**src/rtl/fall_monitor_pkg.sv**
```systemverilog
// ---------------------------------------------------------------------------
// fall_monitor_pkg
//   Shared types and helpers for the multi-channel fall monitor.
//   - fall_state_t : per-channel FSM state (IDLE, PENDING, ALARM)
//   - belowRelease : widened "sample + hyst < threshold" compare that cannot wrap
// ---------------------------------------------------------------------------
package fall_monitor_pkg;

  typedef enum logic [1:0] {
    IDLE    = 2'd0,
    PENDING = 2'd1,
    ALARM   = 2'd2
  } fall_state_t;

  // Operand width for the release compare; channel widths up to this are supported.
  localparam int CALC_W = 32;

  // Operands are zero-extended by one bit before the add, so a sample near
  // full scale plus the hysteresis margin can never wrap and look "low".
  // A threshold at or below the margin therefore never releases.
  function automatic logic belowRelease(input logic [CALC_W-1:0] sampleVal,
                                        input logic [CALC_W-1:0] thresholdVal,
                                        input logic [CALC_W-1:0] hystVal);
    logic [CALC_W:0] sum;
    sum = {1'b0, sampleVal} + {1'b0, hystVal};
    return sum < {1'b0, thresholdVal};
  endfunction

endpackage

```
**src/rtl/fall_monitor_channel.sv**
```systemverilog
// ---------------------------------------------------------------------------
// fall_channel
//   One independent fall-detection channel: persistence counter, FSM and
//   acknowledge memory.
//   Ports:
//     clk, rst_n   : clock, asynchronous active-low reset
//     sampleValid  : sample/threshold are evaluated only when high
//     sample       : channel sample (unsigned)
//     threshold    : channel fall threshold (unsigned, read live)
//     ack          : alarm acknowledge (pulse or level)
//     nextAlarm    : combinational next-state alarm (feeds top-level any/first)
//     alarm        : registered latched alarm
//     alarmEvent   : registered one-cycle pulse on entry into ALARM
//     state        : current FSM state (debug visibility)
//
// Handshake: there is no back-pressure. sampleValid is a one-sided strobe;
// every cycle it is high the channel consumes the sample, otherwise the
// state and counter hold. ack is level-sensitive and only remembered in ALARM.
// ---------------------------------------------------------------------------
module fall_channel
  import fall_monitor_pkg::*;
#(
  parameter int WIDTH   = 8,
  parameter int PERSIST = 3,
  parameter int HYST    = 4
) (
  input  logic             clk,
  input  logic             rst_n,
  input  logic             sampleValid,
  input  logic [WIDTH-1:0] sample,
  input  logic [WIDTH-1:0] threshold,
  input  logic             ack,
  output logic             nextAlarm,
  output logic             alarm,
  output logic             alarmEvent,
  output fall_state_t      state
);

  localparam int             CW      = $clog2(PERSIST + 1);
  localparam logic [CW-1:0]  CNT_MAX = CW'(PERSIST);
  localparam logic [CW-1:0]  CNT_ONE = CW'(1);

  fall_state_t   stateQ, stateD;
  logic [CW-1:0] cntQ, cntD;
  logic          ackSeenQ, ackSeenD;
  logic          enterAlarm;
  logic          qualify;
  logic          relOk;

  assign qualify = (sample >= threshold);
  assign relOk   = belowRelease(CALC_W'(sample), CALC_W'(threshold), CALC_W'(HYST));

  always_comb begin
    stateD     = stateQ;
    cntD       = cntQ;
    ackSeenD   = ackSeenQ;
    enterAlarm = 1'b0;
    case (stateQ)
      IDLE: begin
        ackSeenD = 1'b0;
        if (sampleValid && qualify) begin
          cntD = CNT_ONE;
          if (PERSIST == 1) begin
            stateD     = ALARM;
            enterAlarm = 1'b1;
          end else begin
            stateD = PENDING;
          end
        end
      end
      PENDING: begin
        ackSeenD = 1'b0;
        if (sampleValid) begin
          if (qualify) begin
            // Saturating increment; reaching PERSIST moves to ALARM.
            if (cntQ != CNT_MAX) cntD = cntQ + CNT_ONE;
            if (cntD == CNT_MAX) begin
              stateD     = ALARM;
              enterAlarm = 1'b1;
            end
          end else begin
            stateD = IDLE;
            cntD   = '0;
          end
        end
      end
      ALARM: begin
        if (ack) ackSeenD = 1'b1;
        // An ack in the same cycle as the release sample is enough.
        if (sampleValid && relOk && (ackSeenQ || ack)) begin
          stateD   = IDLE;
          cntD     = '0;
          ackSeenD = 1'b0;
        end
      end
      default: begin
        stateD   = IDLE;
        cntD     = '0;
        ackSeenD = 1'b0;
      end
    endcase
  end

  assign nextAlarm = (stateD == ALARM);

  always_ff @(posedge clk or negedge rst_n) begin
    if (!rst_n) begin
      stateQ     <= IDLE;
      cntQ       <= '0;
      ackSeenQ   <= 1'b0;
      alarm      <= 1'b0;
      alarmEvent <= 1'b0;
    end else begin
      stateQ     <= stateD;
      cntQ       <= cntD;
      ackSeenQ   <= ackSeenD;
      alarm      <= nextAlarm;
      alarmEvent <= enterAlarm;
    end
  end

  assign state = stateQ;

endmodule

```
**src/rtl/fall_monitor.sv**
```systemverilog
// ---------------------------------------------------------------------------
// fall_monitor
//   Multi-channel fall detector. Each channel raises a latched alarm after
//   PERSIST consecutive valid samples at or above its threshold, and releases
//   only after acknowledge plus a sample below threshold - HYST.
//   Ports:
//     clk, rst_n     : clock, asynchronous active-low reset
//     sample_valid   : qualifies all channel samples this cycle
//     sample         : N_CH packed samples, channel i at [i*WIDTH +: WIDTH]
//     factory_value  : N_CH packed thresholds, same packing
//     ack            : per-channel acknowledge
//     fall_detected  : latched alarm per channel (registered)
//     fall_event     : one-cycle pulse on ALARM entry (registered)
//     any_fall       : OR of alarms (registered from next-state)
//     first_ch       : lowest-index alarmed channel, 0 when none (registered)
//     dbgState       : per-channel FSM state, 2 bits per channel
// ---------------------------------------------------------------------------
module fall_monitor
  import fall_monitor_pkg::*;
#(
  parameter int WIDTH   = 8,
  parameter int N_CH    = 4,
  parameter int PERSIST = 3,
  parameter int HYST    = 4,
  localparam int CH_W   = (N_CH > 1) ? $clog2(N_CH) : 1
) (
  input  logic                  clk,
  input  logic                  rst_n,
  input  logic                  sample_valid,
  input  logic [N_CH*WIDTH-1:0] sample,
  input  logic [N_CH*WIDTH-1:0] factory_value,
  input  logic [N_CH-1:0]       ack,
  output logic [N_CH-1:0]       fall_detected,
  output logic [N_CH-1:0]       fall_event,
  output logic                  any_fall,
  output logic [CH_W-1:0]       first_ch,
  output logic [2*N_CH-1:0]     dbgState
);

  logic [N_CH-1:0] nextAlarm;
  logic [CH_W-1:0] firstD;

  for (genvar i = 0; i < N_CH; i++) begin : g_ch
    fall_state_t chState;

    fall_channel #(
      .WIDTH   (WIDTH),
      .PERSIST (PERSIST),
      .HYST    (HYST)
    ) u_ch (
      .clk         (clk),
      .rst_n       (rst_n),
      .sampleValid (sample_valid),
      .sample      (sample[i*WIDTH +: WIDTH]),
      .threshold   (factory_value[i*WIDTH +: WIDTH]),
      .ack         (ack[i]),
      .nextAlarm   (nextAlarm[i]),
      .alarm       (fall_detected[i]),
      .alarmEvent  (fall_event[i]),
      .state       (chState)
    );

    assign dbgState[2*i +: 2] = chState;
  end

  // Lowest index wins: scan from the top so lower channels overwrite.
  always_comb begin
    firstD = '0;
    for (int i = N_CH - 1; i >= 0; i--) begin
      if (nextAlarm[i]) firstD = CH_W'(i);
    end
  end

  // Built from next-state alarms so these align with fall_detected.
  always_ff @(posedge clk or negedge rst_n) begin
    if (!rst_n) begin
      any_fall <= 1'b0;
      first_ch <= '0;
    end else begin
      any_fall <= |nextAlarm;
      first_ch <= firstD;
    end
  end

endmodule

```
**config.mk**
```make
export PLATFORM = sky130hd
export DESIGN_NAME = fall_monitor
export DESIGN_NICKNAME = d
export VERILOG_FILES = /design/src/rtl/fall_monitor_pkg.sv /design/src/rtl/fall_monitor_channel.sv /design/src/rtl/fall_monitor.sv
export SDC_FILE = /design/constraint.sdc
export NUM_CORES = 1
export LEC_CHECK = 0
export BUFFER_PORTS_ARGS = -buffer_cell sky130_fd_sc_hd__buf_2
export CORE_MARGIN = 4
export CORE_UTILIZATION = 59
export CTS_BUF_LIST = sky130_fd_sc_hd__clkbuf_8
export DETAILED_ROUTE_END_ITERATION = 10
export HOLD_SLACK_MARGIN = 0.05
export PLACE_DENSITY = 0.89
export SLEW_MARGIN = 10
export SYNTH_ARGS = -nofsm -noshare
export SYNTH_HDL_FRONTEND = slang
export SYNTH_SLANG_ARGS = --single-unit
```
**constraint.sdc**
```tcl
create_clock -name clk -period 5.75 [get_ports clk]
set_input_delay 0.8625 -clock clk [delete_from_list [all_inputs] [get_ports clk]]
set_output_delay 0.8625 -clock clk [all_outputs]
set_load 0.005 [all_outputs]
```
## Yosys cells after proc, flatten, opt, wreduce, memory -nomap -nowiden

Cells that the tools add are included.

- Add/subtract/negate cells: 8
- $lt $le $gt $ge: 8
- Equal/unequal tests: 36
- Mux-type cells: 92
- Reduce and logical (&&, ||, !) cells: 25

Operators with widths:

| kind | number |
|---|---|
| less-than comparator 33 x 8 -> 1 bit | 4 |
| two-way mux 2 bit | 56 |
| one-hot mux 2 bit (3 select lines) | 8 |
| adder 8 x 3 -> 9 bit, second input constant | 4 |
| >= comparator 8 bit | 4 |
| two-way mux 1 bit | 28 |
| == test 2 bit, second input constant | 12 |
| inequality test 2 x 1 -> 1 bit, second input constant | 8 |
| inequality test 2 bit, second input constant | 8 |
| logical AND 1 bit | 12 |
| inequality test 3 x 2 -> 1 bit, second input constant | 4 |
| AND reduction 3 bit | 4 |
| adder 2 x 1 -> 2 bit, second input constant | 4 |
| == test 2 x 1 -> 1 bit, second input constant | 4 |
| logical NOT 2 bit | 4 |
| logical OR 1 bit | 4 |
| OR reduction 4 bit | 1 |

- Bits in registers: 31
- Bits of input ports: 71
- Output and inout bits: 19
- Word-level logic and storage cells: 191

## Longest topological paths before layout

Gate-level depths: netlist of the first run.

- Depth in word-level cells: 15
- Depth in mapped cells: 11
- Depth with buffers taken out: 11

## Cells and area by module

Synthesis of the first run repeated with hierarchy kept, for this count alone.

- Cell total of the unflattened synthesis: 386
- Area total of the unflattened synthesis: 3343.2 µm²

By module, submodules not included:

| module | times used | cells each | area each (µm²) | sequential area each (µm²) |
|---|---|---|---|---|
| fall_channel | 4 | 94 | 808.3 | 175.2 |
| fall_monitor | 1 | 10 | 110.1 | 75.1 |

## Worst setup path after synthesis of the first run

Ideal clock, no wire load.

- Kind: input to register
- From: input port sample[2]
- To: register any_fall
- Setup time: 0.138 ns
- Arrival: 2.983 ns
- Required time: 5.612 ns
- Slack: 2.629 ns
- Stages on the path: 10
- Buffers on the path: 0
- Cell sequence: ha_1 nand3_1 xnor2_1 ha_1 a21o_1 a32o_1 o41ai_2 a2bb2oi_2 a21bo_2 or4_4

- Cells in the longest elaborated chain, start to end: 8
- Elaborated cells on any way between the ends: 13
- Those cells by class: 1 x add/sub; 2 x order compare; 1 x eq/ne; 5 x mux; 4 x reduce/logical

RTL lines:

| element | line | source |
|---|---|---|
| start, declared | fall_monitor.sv:30 | `input logic [N_CH*WIDTH-1:0] sample,` |
| adder 8 x 3 -> 9 bit | fall_monitor_pkg.sv:25 | `sum = {1'b0, sampleVal} + {1'b0, hystVal};` |
| less-than comparator 33 x 8 -> 1 bit | fall_monitor_pkg.sv:26 | `return sum < {1'b0, thresholdVal};` |
| logical AND 1 bit (2 in a row) | fall_monitor_channel.sv:90 | `if (sampleValid && relOk && (ackSeenQ \|\| ack)) begin` |
| two-way mux 2 bit | fall_monitor_channel.sv:90 |  |
| one-hot mux 2 bit (3 select lines) * | fall_monitor_channel.sv:58 | `case (stateQ)` |
| named net g_ch[0].u_ch.stateD[1] | fall_monitor_channel.sv:43 | `fall_state_t stateQ, stateD;` |
| == test 2 bit * | fall_monitor_channel.sv:104 | `assign nextAlarm = (stateD == ALARM);` |
| OR reduction 4 bit * | fall_monitor.sv:80 | `any_fall <= \|nextAlarm;` |
| end signal, assigned | fall_monitor.sv:80 |  |
| end, declared | fall_monitor.sv:35 | `output logic any_fall,` |

The timed path passes the listed nets; every way through them passes the cells marked *.
A chain may end at the register's enable or synchronous reset.

## Worst setup path in the final report of the first run

- From: input port sample[18]
- To: register any_fall

- Cells in the longest elaborated chain, start to end: 8
- Elaborated cells on any way between the ends: 13
- Those cells by class: 1 x add/sub; 2 x order compare; 1 x eq/ne; 5 x mux; 4 x reduce/logical

RTL lines:

| element | line |
|---|---|
| adder 8 x 3 -> 9 bit | fall_monitor_pkg.sv:25 |
| less-than comparator 33 x 8 -> 1 bit | fall_monitor_pkg.sv:26 |
| logical AND 1 bit (2 in a row) | fall_monitor_channel.sv:90 |
| two-way mux 2 bit | fall_monitor_channel.sv:90 |
| one-hot mux 2 bit (3 select lines) * | fall_monitor_channel.sv:58 |
| named net g_ch[2].u_ch.stateD[1] | fall_monitor_channel.sv:43 |
| == test 2 bit * | fall_monitor_channel.sv:104 |
| OR reduction 4 bit * | fall_monitor.sv:80 |

Marks and branches as above.

==> results of run 1 <==
cells by family after synthesis:
group                      share of synthesized area (%)
AOI/OAI and AO/OA                                   22.4
xor gates and xnor gates                            4.30
adders and majority gates                           23.1
buffers and inverters                               8.22
DFF                                                 23.8
and+or+nand+nor                                     18.2
power by group:
part | internal [uW] | switching (uW) | leakage, uW
logic | 155 | 158 | 0.00165
clock network | 140 | 83.9 | 0.0000612
registers | 265 | 46.3 | 0.000414
flip-flops by register name (all words and copies together) (netlist names):
| signal | flops |
|---|---|
| g_ch.u_ch.alarmEvent | 4 |
| any_fall | 1 |
| first_ch | 2 |
| g_ch.u_ch.cntQ | 8 |
| g_ch.u_ch.state | 8 |
| g_ch.u_ch.alarm | 4 |
| g_ch.u_ch.ackSeenQ | 4 |
through the flow:
| stage | cells | hold slack [ps] | instance area, um2 | worst slack, ps |
|---|---|---|---|---|
| after global placement | 523 | 479 | 3710 | 2370 |
| after CTS | 531 | 499 | 3830 | 2620 |
| after global routing | 531 | 534 | 3830 | 2410 |
| after floorplan | 376 | 464 | 3260 | 2630 |
| final | 531 | 496 | 3830 | 2600 |
| after detailed placement | 523 | 483 | 3710 | 2310 |
per-layer routing:
metal	vias up	share of wire, %	wire length (um)
li1	1522	-	-
met1	1406	41	3030
met2	67	51	3800
met3	17	5.0	372
met4	0	2.5	182
met5	-	0	0
layout by cell type (no fill, tap or decap), types with 12 or more instances in the layout:
| cell type | Yosys | routed |
|---|---|---|
| sky130_fd_sc_hd__dfrtp_1 | 31 | 31 |
| sky130_fd_sc_hd__nand2b_1 | 12 | 12 |
| sky130_fd_sc_hd__nor2_1 | 23 | 23 |
| sky130_fd_sc_hd__inv_1 | 50 | 50 |
| sky130_fd_sc_hd__nand3_1 | 19 | 19 |
| sky130_fd_sc_hd__buf_2 | 1 | 89 |
| sky130_fd_sc_hd__o21ai_0 | 15 | 15 |
| sky130_fd_sc_hd__nand2_1 | 20 | 20 |
| sky130_fd_sc_hd__ha_1 | 60 | 60 |
| sky130_fd_sc_hd__a21oi_1 | 18 | 18 |
layout make-up:
| class | count | area share (%) |
|---|---|---|
| multi-input cells | 282 | 57.8 |
| flip-flops and latches | 31 | 20.2 |
| repair buffers | 89 | 11.6 |
| inverters | 51 | 5.00 |
| well taps | 70 | 2.29 |
| clock buffers | 6 | 2.16 |
| clock inverters | 2 | 0.914 |
worst max-delay path by stage:
stage | start | endpoint | slack, ps | cells after the start
floorplan | sample[2] | any_fall$_DFF_PN0_ | 2630 | 10
global placement | sample[10] | any_fall$_DFF_PN0_ | 2370 | 12
detailed placement | sample[2] | any_fall$_DFF_PN0_ | 2310 | 11
CTS | sample[2] | any_fall$_DFF_PN0_ | 2620 | 11
global route | sample[10] | any_fall$_DFF_PN0_ | 2410 | 12
finish | sample[18] | any_fall$_DFF_PN0_ | 2600 | 12
worst max-delay path, cell delays in order:
cell and delay [ps]:
sky130_fd_sc_hd__buf_2 130, sky130_fd_sc_hd__ha_1 210, sky130_fd_sc_hd__nand3_1 110, sky130_fd_sc_hd__xnor2_1 130, sky130_fd_sc_hd__ha_1 290, sky130_fd_sc_hd__a21oi_1 140
sky130_fd_sc_hd__o22ai_1 110, sky130_fd_sc_hd__o41ai_2 320, sky130_fd_sc_hd__and2_1 270, sky130_fd_sc_hd__o21a_1 190, sky130_fd_sc_hd__inv_1 70, sky130_fd_sc_hd__or4_4 490
==> results.cfg, run 1 <==
[flow_run]
cap_viol_max_count = 0

[clocking]
tritoncts.num_buffers = 5
hold_buffers_post_cts = 0
clkSinkCount = 31
clock_tree.htree_level_count = 2
insertion_delay_ps = 290
post-cts-setup-buffer-count = 0
clock-root-buffer = sky130_fd_sc_hd__clkbuf_8
cts_tree = yes
clock_path_buffers = 2
postCtsResizedCells = 0
cts.clk_slew.worst_paths_ps = 70

[logic_synthesis]
synth_seq_cells = 31
syn_area_per_cell_um2 = 8.66
synth-async-reset-ratio_pct = 100
synthTopCellsByCount = 60 x sky130_fd_sc_hd__ha_1, 50 x sky130_fd_sc_hd__inv_1, 31 x sky130_fd_sc_hd__dfrtp_1
post_synth_num_cell_types = 65
synth_top_area_share_pct = 23.8
syn_area_um2 = 3260
ys_seq_area_share_pct = 23.8
netlist_top_cells_area = sky130_fd_sc_hd__dfrtp_1 24%, sky130_fd_sc_hd__ha_1 23%, sky130_fd_sc_hd__inv_1 5.8%
post_synth_net_total = 507
yosysWarnings = 0
synth_most_common_cell = sky130_fd_sc_hd__ha_1
synth_area_leader_cell = sky130_fd_sc_hd__dfrtp_1
synthCells = 376
number_of_flops_mapped_to_enable_cells_by_yosys = 0
synth-main-ff-cell = sky130_fd_sc_hd__dfrtp_1

[timing]
grt_setup_unrepaired = false
tightest_slew_ps = 767
layout_worst_path_cycle_share_pct = 54.8
slew-limit-headroom_pct = 48.4
report.final.hold_viol_count = 0
setup_viol_count_final = 0
setup-tns-final_ps = 0
fin_skew_ps = 11.7
final_max_slew_viol_count = 0
layout_min_cycle_time_ps = 3150
max_freq_mhz = 317

[routing]
drcViolationCount = 0
post_drt_via_cell_ratio = 5.67
drt-initial-drc-count = 130
route.vias.total = 3012
first_pass_iters = 4
route.detailed.wl_per_inst_um = 13.9
drt_wl_total_mm = 7.38
post_drt_antenna_nets = 0

[floorplan]
initial_utilization_pct = 62.2
io_pins = 90
core_area_um2 = 5240
dieArea_um2 = 6770
core.rowCount = 26
die_x_um = 82.3
die_h_um = 82.3

[setup_path]
worstPathArrival_ps = 3320
timing.critical_path.from_type = input port
critPathCaptureType = flop
worstRegToRegCells = 7
r2r-start = g_ch[2].u_ch.state[1]$_DFF_PN0_
worstPathMaxFanout = 5
worst_setup_path_category = input port to flop
register_to_register_path_setup_slack_ps = 3680
required_ps = 5920
critical_path.reg2reg.endpoint = any_fall$_DFF_PN0_

[placed_design]
hpwlAfterDp_mm = 6.19
numPortBuffers = 89
finalWeightedCongestion = 0.859

[final_layout]
sequential_cell_area_um2 = 776
final_nets = 591
final_layout_size_suffix_gt1_share_pct = 24.5
multiInputGateArea_um2 = 2210
fillCellCount = 416
antenna_cells = 0
synthToLayoutAreaGrowth_pct = 17.6
layout.core_utilization_pct = 73.1

[power_and_ir_drop]
cellLeakagePower_uw = 0.00213
total_power_uw = 848
pwr_density_cell_nw_per_um2 = 221
peakVddDrop_mv = 0.330

[global_routing]
met3_usage_pct = 4.12
first_global_vias = 2819
grt_most_used_layer = met2
grt_first_pass_wirelength_mm = 12.0
global_route_met1_usage_pct = 26.4
globalRouteTotalUtil_pct = 22.7
antenna_found_initial = 0
grt.met2_usage_pct = 41.3
grt_start_max_net_pins = 32
grt_overflow_total = 0

[worst_hold_path]
hold_class = flop to flop
min_path_cells = 2
worst_hold_path.endpoint = g_ch[3].u_ch.ackSeenQ$_DFFE_PN0P_
hp-start = g_ch[3].u_ch.ackSeenQ$_DFFE_PN0P_

[outcome]
run_status = finished clean
(Power assumes the default switching activity.)
==> run 2, diff against run 1 <==
Settings changed: CORE_UTILIZATION 59 to 55, PLACE_DENSITY 0.89 to 0.83.
Clock period 5.75 ns to 3.05 ns, I/O delays scaled along.
==> results.cfg, run 2 (synthesis results as in run 1) <==
[clocking]
postCtsResizedCells = 0
clock_tree.htree_level_count = 2
clock-root-buffer = sky130_fd_sc_hd__clkbuf_8
cts.clk_slew.worst_paths_ps = 60
clock_path_buffers = 2
tritoncts.num_buffers = 5
insertion_delay_ps = 280
cts_tree = yes
hold_buffers_post_cts = 0
post-cts-setup-buffer-count = 0
clkSinkCount = 31

[final_layout]
final_nets = 596
final_cell_mix = 89 x sky130_fd_sc_hd__buf_2, 60 x sky130_fd_sc_hd__ha_1, 50 x sky130_fd_sc_hd__inv_1
mostFrequentLayoutCell = sky130_fd_sc_hd__buf_2
synthToLayoutAreaGrowth_pct = 18.9
design_area_um2 = 3870
fillCellCount = 468
antenna_cells = 0
final_layout_size_suffix_gt1_share_pct = 25.3
sequential_cell_area_um2 = 776
multiInputGateArea_um2 = 2210

[worst_hold_path]
hold_class = input port to async pin

[setup_path]
worstPathArrival_ps = 2880
critical-path-top-cell-by-count = sky130_fd_sc_hd__ha_1
worst_setup_path_category = input port to flop
critPathCaptureType = flop
crit_slowest_cell = sky130_fd_sc_hd__or4_4
worstPathCellList = buf_2, ha_1, nand3_1, xnor2_1, ha_1, a21o_1, a32o_1, nor4_1, o21ai_0, a31oi_4, inv_2, or4_4
required_ps = 3200
worstPathMaxFanout = 5
timing.critical_path.from_type = input port
delay_of_the_slowest_critical_path_stage_ps = 460

[global_routing]
first_global_vias = 2935
globalRouteTotalUtil_pct = 19.7
grt_overflow_total = 0
antenna_found_initial = 0
grt_first_pass_wirelength_mm = 12.2
grt_start_max_net_pins = 32

[timing]
layout_min_cycle_time_ps = 2730
finalWorstSetupSlack_ps = 324
max_freq_mhz = 367
layout_worst_path_cycle_share_pct = 89.4
setup_viol_count_final = 0
setup-tns-final_ps = 0
slew-limit-headroom_pct = 55.4
grt_setup_unrepaired = false
tightest_slew_ps = 668
worst_hold_slack_ps = 211
fin_skew_ps = 2.65
final_max_slew_viol_count = 0
report.final.hold_viol_count = 0

[floorplan]
dieArea_um2 = 7220
initial_utilization_pct = 58.1
io_pins = 90
die_h_um = 85.0
die_x_um = 85.0
core.rowCount = 27
core_area_um2 = 5610

[power_and_ir_drop]
cellLeakagePower_uw = 0.00215
total_power_uw = 1590
peakVddDrop_mv = 0.267
pwr_density_cell_nw_per_um2 = 410

[routing]
route.detailed.wl_per_inst_um = 13.3
drt-initial-drc-count = 111
drcViolationCount = 0
first_pass_iters = 5
post_drt_via_cell_ratio = 5.55
route.vias.total = 2987
post_drt_antenna_nets = 0
drt_wl_total_mm = 7.16

[placed_design]
post_dp_cell_area_um2 = 3750
hpwlAfterDp_mm = 6.01
numPortBuffers = 89
place_worst_setup_slack_ps = 30.3
finalWeightedCongestion = 0.890

[outcome]
run_status = finished clean

[flow_run]
cap_viol_max_count = 0
## run 2: cell count changes in the layout (fill, tap and decap cells not counted)
cell	before	now
sky130_fd_sc_hd__buf_4	0	5
## run 2: critical path, delay by kind of cell
family,cells,cell delay (ps)
xor gates and xnor gates,1,130
buffers and inverters,2,190
adders and majority gates,2,510
and+or+nand+nor,3,810
AOI/OAI and AO/OA,4,780
## run 2: path summary, 6_finish.rpt
kind | startpoint | end | slack, ps | cells after the start
max reg2reg | g_ch[2].u_ch.state[1]$_DFF_PN0_ | any_fall$_DFF_PN0_ | 1060 | 7
max | sample[10] | any_fall$_DFF_PN0_ | 320 | 12
min reg2reg | g_ch[1].u_ch.ackSeenQ$_DFFE_PN0P_ | g_ch[1].u_ch.ackSeenQ$_DFFE_PN0P_ | 500 | 2
min in group clk | ack[3] | g_ch[3].u_ch.ackSeenQ$_DFFE_PN0P_ | 420 | 3
min | rst_n | g_ch[2].u_ch.state[0]$_DFF_PN0_ | 210 | 1
max in group asynchronous | rst_n | g_ch[3].u_ch.cntQ[1]$_DFFE_PN0P_ | 2410 | 1
## run 2: layer usage
metal | wire, um | share of wire [%] | GRT usage (%) | up-vias
met5 | 0 | 0 | 0 | -
met4 | 108 | 1.5 | 3.60 | 0
met3 | 372 | 5.2 | 4.95 | 12
met2 | 3490 | 49 | 35.4 | 78
met1 | 3200 | 45 | 24.0 | 1377
li1 | - | - | - | 1520
## run 2: area by class of cell
| type | instances | area share (%) |
|---|---|---|
| clock buffer | 6 | 2.13 |
| multi-input combinational | 282 | 57.2 |
| timing repair buffer | 94 | 12.5 |
| sequential | 31 | 20.0 |
| clock inverter | 2 | 0.905 |
| tap | 72 | 2.33 |
| inverter | 51 | 4.95 |
## run 2: through the flow
step	utilization (%)	instances
after CTS	69.0	538
after global routing	69.0	538
after global placement	66.9	530
after floorplan	-	376
after detailed placement	66.9	530
final	69.0	538
## run 2: where the power goes
part	total (uW)	switching, uW	leakage (uW)	internal [uW]
sequential	585	84.9	0.000414	500
clock	412	148	0.0000612	264
combinational	592	294	0.00167	299
total	1590	526	0.00215	1060
==> run 3, diff against run 2 <==
Settings changed: ABC_AREA set to 1, BUFFER_PORTS_ARGS -buffer_cell sky130_fd_sc_hd__buf_2 to not set, CORE_UTILIZATION 55 to 67, DONT_BUFFER_PORTS set to 1.
==> results.cfg, run 3 <==
[outcome]
run_status = finished clean

[routing]
post_drt_antenna_nets = 0
route.vias.total = 2768
dr_wl_met3_um = 385
drt-initial-drc-count = 82
drcViolationCount = 0
drt_wl_total_mm = 6.28
route.detailed.wl_per_inst_um = 12.3
top_layer = met4
drt-met1-wl_mm = 2.72
post_drt_via_cell_ratio = 5.41
first_pass_iters = 4
detailroute.wirelength.met2_mm = 3.04

[clocking]
clkSinkCount = 31
hold_buffers_post_cts = 2
tritoncts.num_buffers = 5
post-cts-setup-buffer-count = 0
clock_tree.htree_level_count = 2
cts_tree = yes
cts.clk_slew.worst_paths_ps = 70
postCtsResizedCells = 0
clock_path_buffers = 2
insertion_delay_ps = 280
clock-root-buffer = sky130_fd_sc_hd__clkbuf_8

[timing]
setup_viol_count_final = 0
layout_worst_path_cycle_share_pct = 61.1
grt_setup_unrepaired = false
finalWorstSetupSlack_ps = 1190
slew-limit-headroom_pct = 82.4
max_freq_mhz = 537
tightest_slew_ps = 263
fin_skew_ps = 4.03
report.final.hold_viol_count = 0
worst_hold_slack_ps = 353
layout_min_cycle_time_ps = 1860
setup-tns-final_ps = 0
final_max_slew_viol_count = 0

[power_and_ir_drop]
pwr-share-clk_pct = 28.6
power_frac_seq_pct = 38.7
power_switching_share_pct = 35.5
total_power_uw = 1470
comb_power_share_pct = 32.7
p_sw_uw = 523
pwr_density_cell_nw_per_um2 = 435
cellLeakagePower_uw = 0.00206
peakVddDrop_mv = 0.318
p_int_uw = 949

[logic_synthesis]
synth_area_leader_cell = sky130_fd_sc_hd__dfrtp_1
yosysWarnings = 0
ys_seq_area_share_pct = 24.0
synth_seq_cells = 31
syn_area_um2 = 3240
synth_adder_area_share_pct = 23.2
syn_area_per_cell_um2 = 7.08
synth-async-reset-ratio_pct = 100
synth_top_family_by_area = simple AND/OR/NAND/NOR gates
post_synthesis_compound_gate_area_fraction_pct = 10.7
netlist_top_cells_area = sky130_fd_sc_hd__dfrtp_1 24%, sky130_fd_sc_hd__ha_1 23%, sky130_fd_sc_hd__inv_1 11%
synthCells = 457
synth_most_common_cell = sky130_fd_sc_hd__inv_1
muxShareOfSynthArea_pct = 0
post_synth_net_total = 588
fraction_of_synthesized_cell_area_in_xor_and_xnor_cells_pct = 4.33
post_synth_num_cell_types = 29
number_of_flops_mapped_to_enable_cells_by_yosys = 0
synth-main-ff-cell = sky130_fd_sc_hd__dfrtp_1
synthTopCellsByCount = 98 x sky130_fd_sc_hd__inv_1, 96 x sky130_fd_sc_hd__nand2_1, 60 x sky130_fd_sc_hd__ha_1
synth_top_area_share_pct = 24.0
post_synth_and_or_nand_nor_area_fraction_pct = 24.2

[final_layout]
synthToLayoutAreaGrowth_pct = 4.64
final_nets = 588
multiInputGateArea_um2 = 2020
sequential_cell_area_um2 = 776
mostFrequentLayoutCell = sky130_fd_sc_hd__inv_1
fin_cells = 512
final_layout_size_suffix_gt1_share_pct = 4.80
final_cell_mix = 98 x sky130_fd_sc_hd__inv_1, 96 x sky130_fd_sc_hd__nand2_1, 60 x sky130_fd_sc_hd__ha_1
antenna_cells = 0
fillCellCount = 409

[floorplan]
die_h_um = 77.5
dieArea_um2 = 6010
initial_utilization_pct = 69.0
die_x_um = 77.5
core.rowCount = 25
core_area_um2 = 4690
io_pins = 90

[setup_path]
critPathCaptureType = flop
worstPathMaxFanout = 4
worstPathArrival_ps = 2030
required_ps = 3220
worst_setup_path_category = input port to flop
timing.critical_path.from_type = input port

[global_routing]
globalRouteTotalUtil_pct = 21.9
first_global_vias = 2651
antenna_found_initial = 0
grt_first_pass_wirelength_mm = 10.9
grt_start_max_net_pins = 32
grt_overflow_total = 0

[placed_design]
place_worst_setup_slack_ps = 896
finalWeightedCongestion = 0.843
hpwlAfterDp_mm = 5.13
numPortBuffers = 0
place_inst = 502

[flow_run]
cap_viol_max_count = 0

[worst_hold_path]
hold_class = input port to flop
run 3: metrics by stage:
stage,instance area [um2],utilization [%]
2_1_floorplan,3240,-
3_3_place_gp,3240,69.0
3_5_place_dp,3240,69.0
4_1_cts,3390,72.2
5_1_grt,3390,72.2
6_report,3390,72.2
run 3: cell type report:
| class | count | share of cell area, % |
|---|---|---|
| timing repair buffer | 2 | 0.887 |
| multi-input combinational | 317 | 59.7 |
| sequential | 31 | 22.9 |
| clock buffer | 6 | 2.44 |
| tap | 54 | 1.99 |
| inverter | 100 | 11.1 |
| clock inverter | 2 | 1.03 |
run 3: cells by family after synthesis:
| logic type | Yosys count |
|---|---|
| DFF | 31 |
| adders and majority gates | 60 |
| AOI/OAI and AO/OA | 61 |
| and+or+nand+nor | 180 |
| xor gates and xnor gates | 16 |
| buffers and inverters | 109 |
run 3: worst paths after layout:
path,end,from,slack (ps),cells after the start
max in group asynchronous,g_ch[3].u_ch.alarm$_DFF_PN0_,rst_n,2260,2
hold / removal,g_ch[3].u_ch.ackSeenQ$_DFFE_PN0P_,ack[3],350,2
min in group asynchronous,g_ch[0].u_ch.cntQ[0]$_DFFE_PN0P_,rst_n,630,2
setup / recovery,any_fall$_DFF_PN0_,sample[18],1190,14
hold reg to reg,g_ch[3].u_ch.cntQ[0]$_DFFE_PN0P_,g_ch[3].u_ch.cntQ[0]$_DFFE_PN0P_,510,2
setup reg to reg,any_fall$_DFF_PN0_,g_ch[2].u_ch.ackSeenQ$_DFFE_PN0P_,1750,7
run 3: power groups by stage:
| stage | registers [uW] | clock network (uW) | logic [uW] |
|---|---|---|---|
| 6_report | 569 | 421 | 482 |
| 5_1_grt | 582 | 448 | 576 |
| 4_1_cts | 567 | 426 | 483 |
| 3_5_place_dp | 574 | 0 | 465 |
| 3_3_place_gp | 571 | 0 | 445 |
| 2_1_floorplan | 550 | 0 | 397 |
run 3: routing by layer:
layer  global-route usage, %  vias to the layer above
li1                        -                     1437
met2                    38.9                       75
met1                    25.6                     1243
met4                    7.12                        0
met3                    5.80                       13
met5                       0                        -
run 3: worst max-delay path, cell delays in order:
cell                      delay (ps)
sky130_fd_sc_hd__ha_1            200
sky130_fd_sc_hd__nand3_1         120
sky130_fd_sc_hd__xor2_1          180
sky130_fd_sc_hd__ha_1            270
sky130_fd_sc_hd__nand2_1          70
sky130_fd_sc_hd__inv_1            30
sky130_fd_sc_hd__nand2_1          60
sky130_fd_sc_hd__nand2_1          50
sky130_fd_sc_hd__nand2_1          60
sky130_fd_sc_hd__nand2_1          80
sky130_fd_sc_hd__a21oi_2         170
sky130_fd_sc_hd__inv_1            70
sky130_fd_sc_hd__nor2_1          130
sky130_fd_sc_hd__nand3_1          80
